## src/rtl/regfile_pkg.sv

```systemverilog
// Shared defaults for the parametrised register file and its read ports.
package regfile_pkg;
  localparam int unsigned DEF_WIDTH      = 32;
  localparam int unsigned DEF_ADDR_WIDTH = 4;
  localparam int unsigned DEF_NUM_REGS   = 16;
  localparam int unsigned ZERO_IDX       = 0;
endpackage

```

## src/rtl/regfile_read_port.sv

```systemverilog
// One registered read port: range check, zero-register masking, write-first bypass.
module regfile_read_port
  import regfile_pkg::*;
#(
  parameter int unsigned WIDTH      = DEF_WIDTH,
  parameter int unsigned ADDR_WIDTH = DEF_ADDR_WIDTH,
  parameter int unsigned NUM_REGS   = DEF_NUM_REGS,
  parameter bit          ZERO_REG   = 1'b1
) (
  input  logic                               clk,
  input  logic                               rst_n,
  input  logic                               rd_en,
  input  logic [ADDR_WIDTH-1:0]              rd_addr,
  input  logic [NUM_REGS-1:0][WIDTH-1:0]     regs,
  input  logic [NUM_REGS-1:0]                busy_next,
  input  logic                               wr_ok,
  input  logic [ADDR_WIDTH-1:0]              wr_addr,
  input  logic [WIDTH-1:0]                   wr_data,
  output logic [WIDTH-1:0]                   rd_data,
  output logic                               rd_valid,
  output logic                               rd_busy
);

  logic [31:0]      rd_idx;
  logic [WIDTH-1:0] data_d;
  logic             busy_d;

  assign rd_idx = 32'(rd_addr);

  // Out-of-range and zero-register reads fall through to data 0, busy 0.
  // wr_ok already excludes those addresses, so the bypass cannot revive them.
  always_comb begin
    data_d = '0;
    busy_d = 1'b0;
    for (int unsigned i = 0; i < NUM_REGS; i++) begin
      if (rd_idx == i && !(ZERO_REG && i == ZERO_IDX)) begin
        data_d = regs[i];
        busy_d = busy_next[i];
      end
    end
    if (wr_ok && wr_addr == rd_addr) data_d = wr_data;
  end

  always_ff @(posedge clk or negedge rst_n) begin
    if (!rst_n) begin
      rd_data  <= '0;
      rd_busy  <= 1'b0;
      rd_valid <= 1'b0;
    end else begin
      rd_valid <= rd_en;
      if (rd_en) begin
        rd_data <= data_d;
        rd_busy <= busy_d;
      end
    end
  end

endmodule

```

## src/rtl/regfile_scoreboard.sv

```systemverilog
// Two-read/one-write register file with a per-register busy scoreboard for issue-stage hazard checks.
module regfile_scoreboard
  import regfile_pkg::*;
#(
  parameter int unsigned      WIDTH      = DEF_WIDTH,
  parameter int unsigned      ADDR_WIDTH = DEF_ADDR_WIDTH,
  parameter int unsigned      NUM_REGS   = DEF_NUM_REGS,
  parameter bit               ZERO_REG   = 1'b1,
  parameter logic [WIDTH-1:0] RESET_VAL  = '0
) (
  input  logic                  clk,
  input  logic                  rst_n,
  input  logic                  rd_en1,
  input  logic [ADDR_WIDTH-1:0] rd_addr1,
  input  logic                  rd_en2,
  input  logic [ADDR_WIDTH-1:0] rd_addr2,
  output logic [WIDTH-1:0]      rd_data1,
  output logic [WIDTH-1:0]      rd_data2,
  output logic                  rd_valid1,
  output logic                  rd_valid2,
  output logic                  rd_busy1,
  output logic                  rd_busy2,
  input  logic                  wr_en,
  input  logic [ADDR_WIDTH-1:0] wr_addr,
  input  logic [WIDTH-1:0]      wr_data,
  input  logic                  rsv_en,
  input  logic [ADDR_WIDTH-1:0] rsv_addr,
  output logic [NUM_REGS-1:0]   busy_vec
);

  logic [NUM_REGS-1:0][WIDTH-1:0] regs;
  logic [NUM_REGS-1:0]            busy;
  logic [NUM_REGS-1:0]            busy_next;
  logic [31:0]                    wr_idx;
  logic [31:0]                    rsv_idx;
  logic                           wr_ok;
  logic                           rsv_ok;

  assign wr_idx  = 32'(wr_addr);
  assign rsv_idx = 32'(rsv_addr);
  assign wr_ok   = wr_en  && wr_idx  < NUM_REGS && !(ZERO_REG && wr_idx  == ZERO_IDX);
  assign rsv_ok  = rsv_en && rsv_idx < NUM_REGS && !(ZERO_REG && rsv_idx == ZERO_IDX);

  // Set after clear: a reservation landing with a write to the same register wins.
  always_comb begin
    busy_next = busy;
    for (int unsigned i = 0; i < NUM_REGS; i++) begin
      if (wr_ok && wr_idx == i)   busy_next[i] = 1'b0;
      if (rsv_ok && rsv_idx == i) busy_next[i] = 1'b1;
    end
  end

  always_ff @(posedge clk or negedge rst_n) begin
    if (!rst_n) begin
      regs <= {NUM_REGS{RESET_VAL}};
      busy <= '0;
    end else begin
      busy <= busy_next;
      for (int unsigned i = 0; i < NUM_REGS; i++) begin
        if (wr_ok && wr_idx == i) regs[i] <= wr_data;
      end
    end
  end

  assign busy_vec = busy;

  regfile_read_port #(
    .WIDTH(WIDTH), .ADDR_WIDTH(ADDR_WIDTH), .NUM_REGS(NUM_REGS), .ZERO_REG(ZERO_REG)
  ) u_port1 (
    .clk(clk), .rst_n(rst_n), .rd_en(rd_en1), .rd_addr(rd_addr1),
    .regs(regs), .busy_next(busy_next), .wr_ok(wr_ok), .wr_addr(wr_addr), .wr_data(wr_data),
    .rd_data(rd_data1), .rd_valid(rd_valid1), .rd_busy(rd_busy1)
  );

  regfile_read_port #(
    .WIDTH(WIDTH), .ADDR_WIDTH(ADDR_WIDTH), .NUM_REGS(NUM_REGS), .ZERO_REG(ZERO_REG)
  ) u_port2 (
    .clk(clk), .rst_n(rst_n), .rd_en(rd_en2), .rd_addr(rd_addr2),
    .regs(regs), .busy_next(busy_next), .wr_ok(wr_ok), .wr_addr(wr_addr), .wr_data(wr_data),
    .rd_data(rd_data2), .rd_valid(rd_valid2), .rd_busy(rd_busy2)
  );

endmodule

```

## config.mk

```make
export PLATFORM = sky130hd
export DESIGN_NAME = regfile_scoreboard
export DESIGN_NICKNAME = d
export VERILOG_FILES = /design/src/rtl/regfile_pkg.sv /design/src/rtl/regfile_read_port.sv /design/src/rtl/regfile_scoreboard.sv
export SDC_FILE = /design/constraint.sdc
export NUM_CORES = 1
export LEC_CHECK = 0
export CORE_ASPECT_RATIO = 1.75
export CORE_UTILIZATION = 45
export DETAILED_ROUTE_END_ITERATION = 8
export DONT_BUFFER_PORTS = 1
export PLACE_DENSITY_LB_ADDON = 0.1
export SYNTH_ARGS = -nofsm -noshare
export SYNTH_HDL_FRONTEND = slang
export SYNTH_SLANG_ARGS = --single-unit
```

## constraint.sdc

```tcl
create_clock -name clk -period 3.1 [get_ports clk]
set_input_delay 0.31 -clock clk [delete_from_list [all_inputs] [get_ports clk]]
set_output_delay 0.31 -clock clk [all_outputs]
set_load 0.02 [all_outputs]
```

* Yosys cells after proc, flatten, opt, wreduce, memory -nomap -nowiden *
Index checks and enable logic that the tools add are counted.

storage, ports and cells
  register bits = 564
  bits in writable memories = 0
  memories = 0
  bits in latches = 0
  logic and storage cells = 224
  input port bits = 54
  output and inout port bits = 84
  ROM bits = 0

cells by class
  multipliers = 0
  multiplexer cells = 94
  bitwise logic cells = 0
  shift operators = 0
  reductions and logical operators = 43
  order comparisons = 2
  equal/unequal tests = 62
  add/sub/neg operators = 0
  divide/modulo/power cells = 0

operators by type and width
  cell                number
  $mux 32             32
  $eq 4x4->1 const B  32
  $eq 4x3->1 const B  16
  $logic_not 32->1    2
  $mux 1              62
  $logic_and 1x1->1   38
  $eq 4x2->1 const B  8
  $eq 4x1->1 const B  4
  $lt 4x5->1 const B  2
  $eq 4x4->1          2
  $logic_not 1->1     2
  $reduce_bool 2->1   1

* Logic depth before layout (Yosys ltp) *
Gate-level depths: netlist (run 1).

  word-level depth = 21
  depth in mapped cells = 10
  mapped depth without buffers = 6

* Cells and area by module *
A second synthesis (run 1) with hierarchy kept.

second synthesis, totals
  cell total of the unflattened synthesis = 3147
  area total of the unflattened synthesis = 33827.4 um^2

modules (own cells, without submodules)
  module              area an instance (um^2)  cells each  instances
  regfile_scoreboard  19531.2                  1187        1
  regfile_read_port   7148.1                   980         2

* Worst setup path after synthesis (run 1) *
Ideal clock, no wire load.

  path kind = input-to-reg
  start point = in rd_addr1[2]
  end point = reg u_port1.rd_data[12]
  data arrival time = 1.809 ns
  data required time = 2.957 ns
  stages on the path = 7
  path slack = 1.149 ns
  buffers on the path = 3
  cell sequence = buf_2 or4b_1 buf_2 buf_6 o221a_2 a2111oi_0 o22ai_1

on the way
  longest elaborated chain between the ends = 17

ends and longest elaborated chain
  what                   line                      text
  start, declared        regfile_scoreboard.sv:14  input logic [ADDR_WIDTH-1:0] rd_addr1,
  $eq 4x1->1             regfile_read_port.sv:36   if (rd_idx == i && !(ZERO_REG && i == ZERO_IDX)) begin
  $mux 32 (15 in a row)  regfile_read_port.sv:36
  $mux 32 *              regfile_read_port.sv:41   if (wr_ok && wr_addr == rd_addr) data_d = wr_data;
  end signal, assigned   regfile_read_port.sv:52   rd_data <= data_d;
  end, declared          regfile_read_port.sv:19   output logic [WIDTH-1:0] rd_data,

Mark *: on every way between the ends. The rest lies on a longest branch, timed or not.
A chain may end at the register's enable or synchronous reset.

* Worst setup path after layout (run 1) *
  start point = reg regs[445] in the netlist's numbering
  end point = reg u_port2.rd_data[29]

on the way
  longest elaborated chain between the ends = 4

ends and longest elaborated chain
  what                             line                      text
  start, declared                  regfile_scoreboard.sv:31  logic [NUM_REGS-1:0][WIDTH-1:0] regs;
  start signal, assigned           regfile_scoreboard.sv:55  regs <= {NUM_REGS{RESET_VAL}};
  start signal, assigned by index  regfile_scoreboard.sv:60  if (wr_ok && wr_idx == i) regs[i] <= wr_data;
  $mux 32 (3 in a row)             regfile_read_port.sv:36
  $mux 32                          regfile_read_port.sv:41
  end signal, assigned             regfile_read_port.sv:52
  end, declared                    regfile_read_port.sv:19

Every way passes these cells.

==> flow_metrics.tcl, run 1 <==
set metrics [dict create \
    outcome "complete, but fails checks" \
    violations "hold timing" \
    yosys-top-cells-area "dfrtp_1 44%, mux2_2 19%, o21ai_0 3.8%" \
    whs_ps -662 \
    grt_pass1_wl_mm 213 \
    portBuffers 0 \
    path_class "reg2reg" \
    grt_max_degree 565 \
    synth_async_sr_flop_share_pct 100 \
    fp.coreArea_mm2 0.0698 \
    syn_area_mm2 0.0319 \
    area_growth_pct 10.9 \
    path_max_fanout 4 \
    synthSimpleGateAreaFrac_pct 8.38 \
    setup_slack_ps 634 \
    max_slew.worst_pin.slew_ps 1440 \
    via_count 28647 \
    synth_edf_count 0 \
    synthMuxAreaShare_pct 22.2 \
    synth_adder_area_share_pct 0 \
    numClockSinks 564 \
    clkTransAtPathRegs_ps 60 \
    cts_buffers 56 \
    crit_chain "mux2_2 > o22ai_1 > nand2_1 > o211ai_1 > a31oi_1 > dlygate4sd3_1" \
    max_freq_ghz 0.406 \
    clock-root-buffer "clkbuf_16" \
    p_leak_nw 14.4 \
    via_per_inst 7.21 \
    synth_fp_nets 3121 \
    postCtsHoldBufs 47 \
    min_period_ps 2470 \
    start_kind "register" \
    cts_tree "yes" \
    hp-class "in2async" \
    drtIter0Drc 4001 \
    num_io_pins 138 \
    place_ws_ps 571 \
    antenna_left 0 \
    place_congestion 0.940 \
    drive_gt1_share_pct 27.8 \
    skew_ps 18.2 \
    antenna_found_initial 7 \
    final_common_cell "dfrtp_1" \
    chipHeight_um 354 \
    slowest_stage "o22ai_1" \
    ys_seq_area_share_pct 44.2 \
    maxSlewViolCount 0 \
    globalRouteTotalUtil_pct 41.7 \
    vdd_drop_max_uv 384 \
    period_share_pct 79.5 \
    rsz0062_at_grt "no" \
    grt_pass1_vias 28304 \
    max_slew_margin_pct 4.11 \
    clock_latency_ps 670 \
    cts_resized 0 \
    ys_types 83 \
    overflow 0 \
    maxCapViolations 0 \
    wire_per_inst_um 38.0 \
    synthXorXnorAreaFrac_pct 0.275 \
    post-cts-setup-buffer-count 0 \
    h-tree-depth 2 \
    firstDrtPassIters 6 \
    initial_core_util_pct 45.7 \
    finalSetupTns_ps 0 \
    crit_arrival_ps 3020 \
    synth_compound_area_share_pct 20.0 \
    routed_wl_mm 151 \
    post_synth.cell_area_avg_um2 10.4 \
    num_rows 128 \
    yosysTopAreaCellShare_pct 44.2 \
    die_area_mm2 0.0720 \
    ys.flop_type "dfrtp_1" \
    yosys_warnings 0 \
    final-hold-violation-count 564 \
    synth-seq-cells 564 \
    required_ps 3660 \
    fillers 6485 \
    power_density_mw_per_mm2 642 \
    final_cell_mix "564 x dfrtp_1, 548 x mux2_2, 243 x o21ai_0, 197 x a21oi_1, 190 x nand2_1" \
    setup_violations 0 \
    cp-end-kind "register" \
    drc 0 \
    synthCells 3067 \
    cpPeakStageDelay_ps 580 \
    synth_top_family_by_area "multiplexers" \
    hpwl_mm 92.4 \
    die_x_um 203 \
    synth_largest_area_cell "dfrtp_1" \
    cts_buffer_depth 3 \
    nets 3057 \
]
==> cells in the mapped netlist, types with 8 or more instances <==
master,count
a22o_1,26
o2bb2ai_1,21
and2_1,8
nand2b_1,20
mux2i_1,68
nand3b_1,17
a2bb2oi_1,15
mux4_2,10
a21oi_1,197
or3_1,13
nand2_1,190
a211oi_1,35
dfrtp_1,564
buf_2,131
and3_1,23
a221oi_1,65
a21o_1,16
o221ai_1,21
buf_6,10
inv_1,24
buf_1,13
o21ai_0,243
o211ai_1,16
nor3_1,28
a21boi_0,12
a221o_1,21
clkbuf_1,135
o22ai_1,85
a32oi_1,12
o21a_1,15
nand3_1,42
nor2b_1,24
a31oi_1,26
xnor2_1,8
nor2_1,158
mux2_2,548
a22oi_1,62
buf_4,17
==> path summary, 6_finish.rpt <==
check / startpoint / endpoint / slack, ps / depth (start not counted)
max: regs[445]$_DFFE_PN0P_ / u_port2.rd_data[29]$_DFFE_PN0P_ / 630 / 6
min: rst_n / regs[502]$_DFFE_PN0P_ / -660 / 0
max reg2reg: regs[445]$_DFFE_PN0P_ / u_port2.rd_data[29]$_DFFE_PN0P_ / 630 / 6
min reg2reg: regs[277]$_DFFE_PN0P_ / regs[277]$_DFFE_PN0P_ / 510 / 1
max in group asynchronous: rst_n / u_port2.rd_busy$_DFFE_PN0P_ / 2600 / 0
min in group clk: rsv_addr[2] / busy_vec[4]$_DFF_PN0_ / 10 / 3
==> critical path, delay by kind of cell (launching register included) <==
kind                   cells  cell delay, ps
AOI/OAI and AO/OA          3             870
muxes                      1             380
buffers and inverters      1             580
DFF                        1             410
and+or+nand+nor            1             120
==> cells by family after synthesis <==
| group | after synthesis |
|---|---|
| AO/OA/AOI/OAI | 964 |
| flip-flops | 564 |
| XOR/XNOR | 10 |
| multiplexers | 626 |
| AND/OR/NAND/NOR | 566 |
| buffers and inverters | 337 |
==> power by group <==
group | internal, mW | leakage [nW] | switching [mW]
clock network | 4.06 | 0.950 | 3.26
logic | 2.35 | 6.57 | 2.15
registers | 8.99 | 6.92 | 1.90
==> final cells by class <==
cell class              count  area (um2)  area share (%)
repair buffers            187        1720            4.86
clock inverters            23         235           0.665
flip-flops and latches    564       14100            39.9
clock buffers              81        1670            4.71
multi-input cells        2166       16300            46.2
diodes                     16        40.0           0.113
inverters                  28         105           0.297
well taps                 910        1140            3.22
==> registers in the layout, summed over array words and instances (netlist names) <==
| name | count |
|---|---|
| regs | 480 |
| u_port1.rd_data | 32 |
| u_port1.rd_busy | 1 |
| u_port2.rd_data | 32 |
| u_port1.rd_valid | 1 |
| u_port2.rd_busy | 1 |
| busy_vec | 16 |
| u_port2.rd_valid | 1 |
==> per-layer routing <==
layer | part of all wire, % | track usage, %
met1 | 35 | 48.9
met3 | 10 | 9.94
met2 | 46 | 64.5
met4 | 9.3 | 34.9
met5 | 0.0086 | 0
==> per-stage QoR <==
step	std cells	utilization [%]	total power, mW	hold slack (ps)	area (um2)
final	3975	50.6	22.7	-662	35400
after floorplan	3067	-	13.6	14.4	31900
after global placement	3808	47.1	15.0	40.5	32900
after CTS	3959	50.6	22.6	-649	35300
after global routing	3968	50.6	23.4	-677	35300
after detailed placement	3808	47.1	15.1	40.0	32900
No activity file was read; power rests on OpenSTA's default activity.
==> inputs of run 2 (changes only) <==
==> constraint.sdc (replaced) <==
create_clock -name clk -period 2.16 [get_ports clk]
set_input_delay 0.216 -clock clk [delete_from_list [all_inputs] [get_ports clk]]
set_output_delay 0.216 -clock clk [all_outputs]
set_load 0.02 [all_outputs]
==> run 2 against run 1 <==
The run still ends with hold timing left. Sequential cell count unchanged. Global-route usage up 0.33 points. Count of clock-buffer cells in the layout decreased by 2. Cell count is 2.2% higher. Via count grew 1.6%. Register-to-register slack worse by 580 ps. Critical path depth is 2 higher. Worst hold slack worse by 86 ps. Non-clock buffer count grew 91. Clock power grew 56%. Core utilization increased by 1.8 points. First-iteration DRC count rose by 1.6%. Critical endpoint is now u_port1.rd_data[23]$_DFFE_PN0P_.
==> flow_metrics.tcl, run 2 (synthesis gave the netlist of run 1 again) <==
set metrics [dict create \
    cts_buffer_depth 3 \
    portBuffers 0 \
    final_common_cell "dfrtp_1" \
    antenna_found_initial 14 \
    power_density_mw_per_mm2 920 \
    largest_reg_flops 480 \
    final-hold-violation-count 564 \
    reg_top3 "regs: 480 flops, u_port1.rd_data: 32 flops, u_port2.rd_data: 32 flops" \
    antenna_left 0 \
    cts_buffers 57 \
    drtIter0Drc 4064 \
    finalSetupTns_ps 0 \
    top_register "regs" \
    min_period_ps 2140 \
    cts_tree "yes" \
    firstDrtPassIters 8 \
    nets 3149 \
    rsz0062_at_grt "no" \
    max_slew.worst_pin.slew_ps 1390 \
    place_congestion 0.956 \
    hp-class "in2async" \
    postCtsHoldBufs 60 \
    hpwl_mm 93.8 \
    setup_violations 0 \
    wire_per_inst_um 37.5 \
    via_per_inst 7.16 \
    r2r_cells 6 \
    outcome "complete, but fails checks" \
    clkTransAtPathRegs_ps 60 \
    place_ws_ps 83.0 \
    max_freq_ghz 0.468 \
    rrSetupSlack_ps 50 \
    clock_latency_ps 660 \
    start_kind "input port" \
    r2r_start "regs[93]$_DFFE_PN0P_" \
    maxCapViolations 0 \
    drive_gt1_share_pct 29.7 \
    setup_slack_ps 22.4 \
    path_max_fanout 130 \
    vdd_drop_max_uv 725 \
    clock-root-buffer "clkbuf_16" \
    layoutNonFillerInstCount 4063 \
    maxSlewViolCount 0 \
    h-tree-depth 2 \
    chipHeight_um 354 \
    fp.coreArea_mm2 0.0698 \
    numClockSinks 564 \
    num_io_pins 138 \
    grt_pass1_wl_mm 216 \
    grt_pass1_vias 28956 \
    path_class "in2reg" \
    globalRouteTotalUtil_pct 42.1 \
    routed_wl_mm 152 \
    cp-end-kind "register" \
    p_leak_nw 15.1 \
    timing.rr.end "u_port2.rd_data[29]$_DFFE_PN0P_" \
    drc 0 \
    final_cell_mix "564 x dfrtp_1, 548 x mux2_2, 243 x o21ai_0, 197 x a21oi_1, 190 x nand2_1" \
    required_ps 2750 \
    area_growth_pct 14.8 \
    overflow 0 \
    via_count 29106 \
    die_x_um 203 \
    die_area_mm2 0.0720 \
    grt_max_degree 565 \
    period_share_pct 99.0 \
    whs_ps -747 \
    skew_ps 15.8 \
    max_slew_margin_pct 7.58 \
    violations "hold timing" \
    dpl.cell_count 3886 \
    initial_core_util_pct 45.7 \
    num_rows 128 \
    crit_arrival_ps 2730 \
]
## run 2: cell count changes in the layout (fill, tap and decap cells not counted), sizes merged
cell,before,now
clkbuf,81,79
clkinv,18,16
buf,142,220
bufinv,4,10
diode,16,9
clkinvlp,2,3
dlygate4sd3,45,58
inv,27,28
## run 2: metrics by stage
| step | instance area (um2) | hold slack [ps] | utilization [%] | power, mW |
|---|---|---|---|---|
| 3_5_place_dp | 33900 | -63.1 | 48.5 | 21.9 |
| 3_3_place_gp | 33900 | -61.0 | 48.5 | 21.6 |
| 4_1_cts | 36600 | -750 | 52.4 | 33.5 |
| 5_1_grt | 36600 | -768 | 52.4 | 34.8 |
| 2_1_floorplan | 31900 | -79.6 | - | 19.5 |
| 6_report | 36600 | -747 | 52.4 | 33.7 |
## run 2: power by group
part           leakage [nW]  internal (mW)  switching (mW)
Combinational          7.11           3.55            3.19
Clock                  1.05           6.69            4.69
Sequential             6.92           12.9            2.67
Total                  15.1           23.1            10.5
## run 2: area by class of cell
class,instances,area (um2)
fillers,6423,33200
multi-input cells,2166,16300
flip-flops and latches,564,14100
repair buffers,278,2800
clock buffers,79,1700
well taps,910,1140
clock inverters,29,410
inverters,28,105
diodes,9,22.5
## run 2: critical path: stages
cell and delay, ps:
nor2b_4 750, buf_4 320, a221oi_1 100, o21ai_0 180, a22o_1 140, o21ai_0 70
a31oi_1 160, dlygate4sd3_1 570
## run 2: timing repair
action / CTS / global route
hold endpoints to repair: 1123 / 564
gates resized for setup: 0 / 0
setup buffers: 0 / 0
## run 2: worst max path at each step
stage | start | end | slack (ps) | cells past startpoint
after floorplan | rd_addr1[2] | u_port1.rd_data[12]$_DFFE_PN0P_ | 300 | 7
after global placement | rd_addr2[2] | u_port2.rd_data[14]$_DFFE_PN0P_ | 50 | 6
after detailed placement | rd_addr2[0] | u_port2.rd_data[5]$_DFFE_PN0P_ | 80 | 6
after CTS | regs[125]$_DFFE_PN0P_ | u_port2.rd_data[29]$_DFFE_PN0P_ | 60 | 6
after global routing | regs[125]$_DFFE_PN0P_ | u_port2.rd_data[29]$_DFFE_PN0P_ | 20 | 6
final | rd_addr1[0] | u_port1.rd_data[23]$_DFFE_PN0P_ | 20 | 8
## run 2: layer usage
layer	routed length [um]	global-route usage, %	vias to the layer above
li1	-	-	11549
met1	52700	49.0	14776
met2	69800	65.5	2070
met3	15200	10.3	699
met4	14500	34.5	12
met5	97	0	-
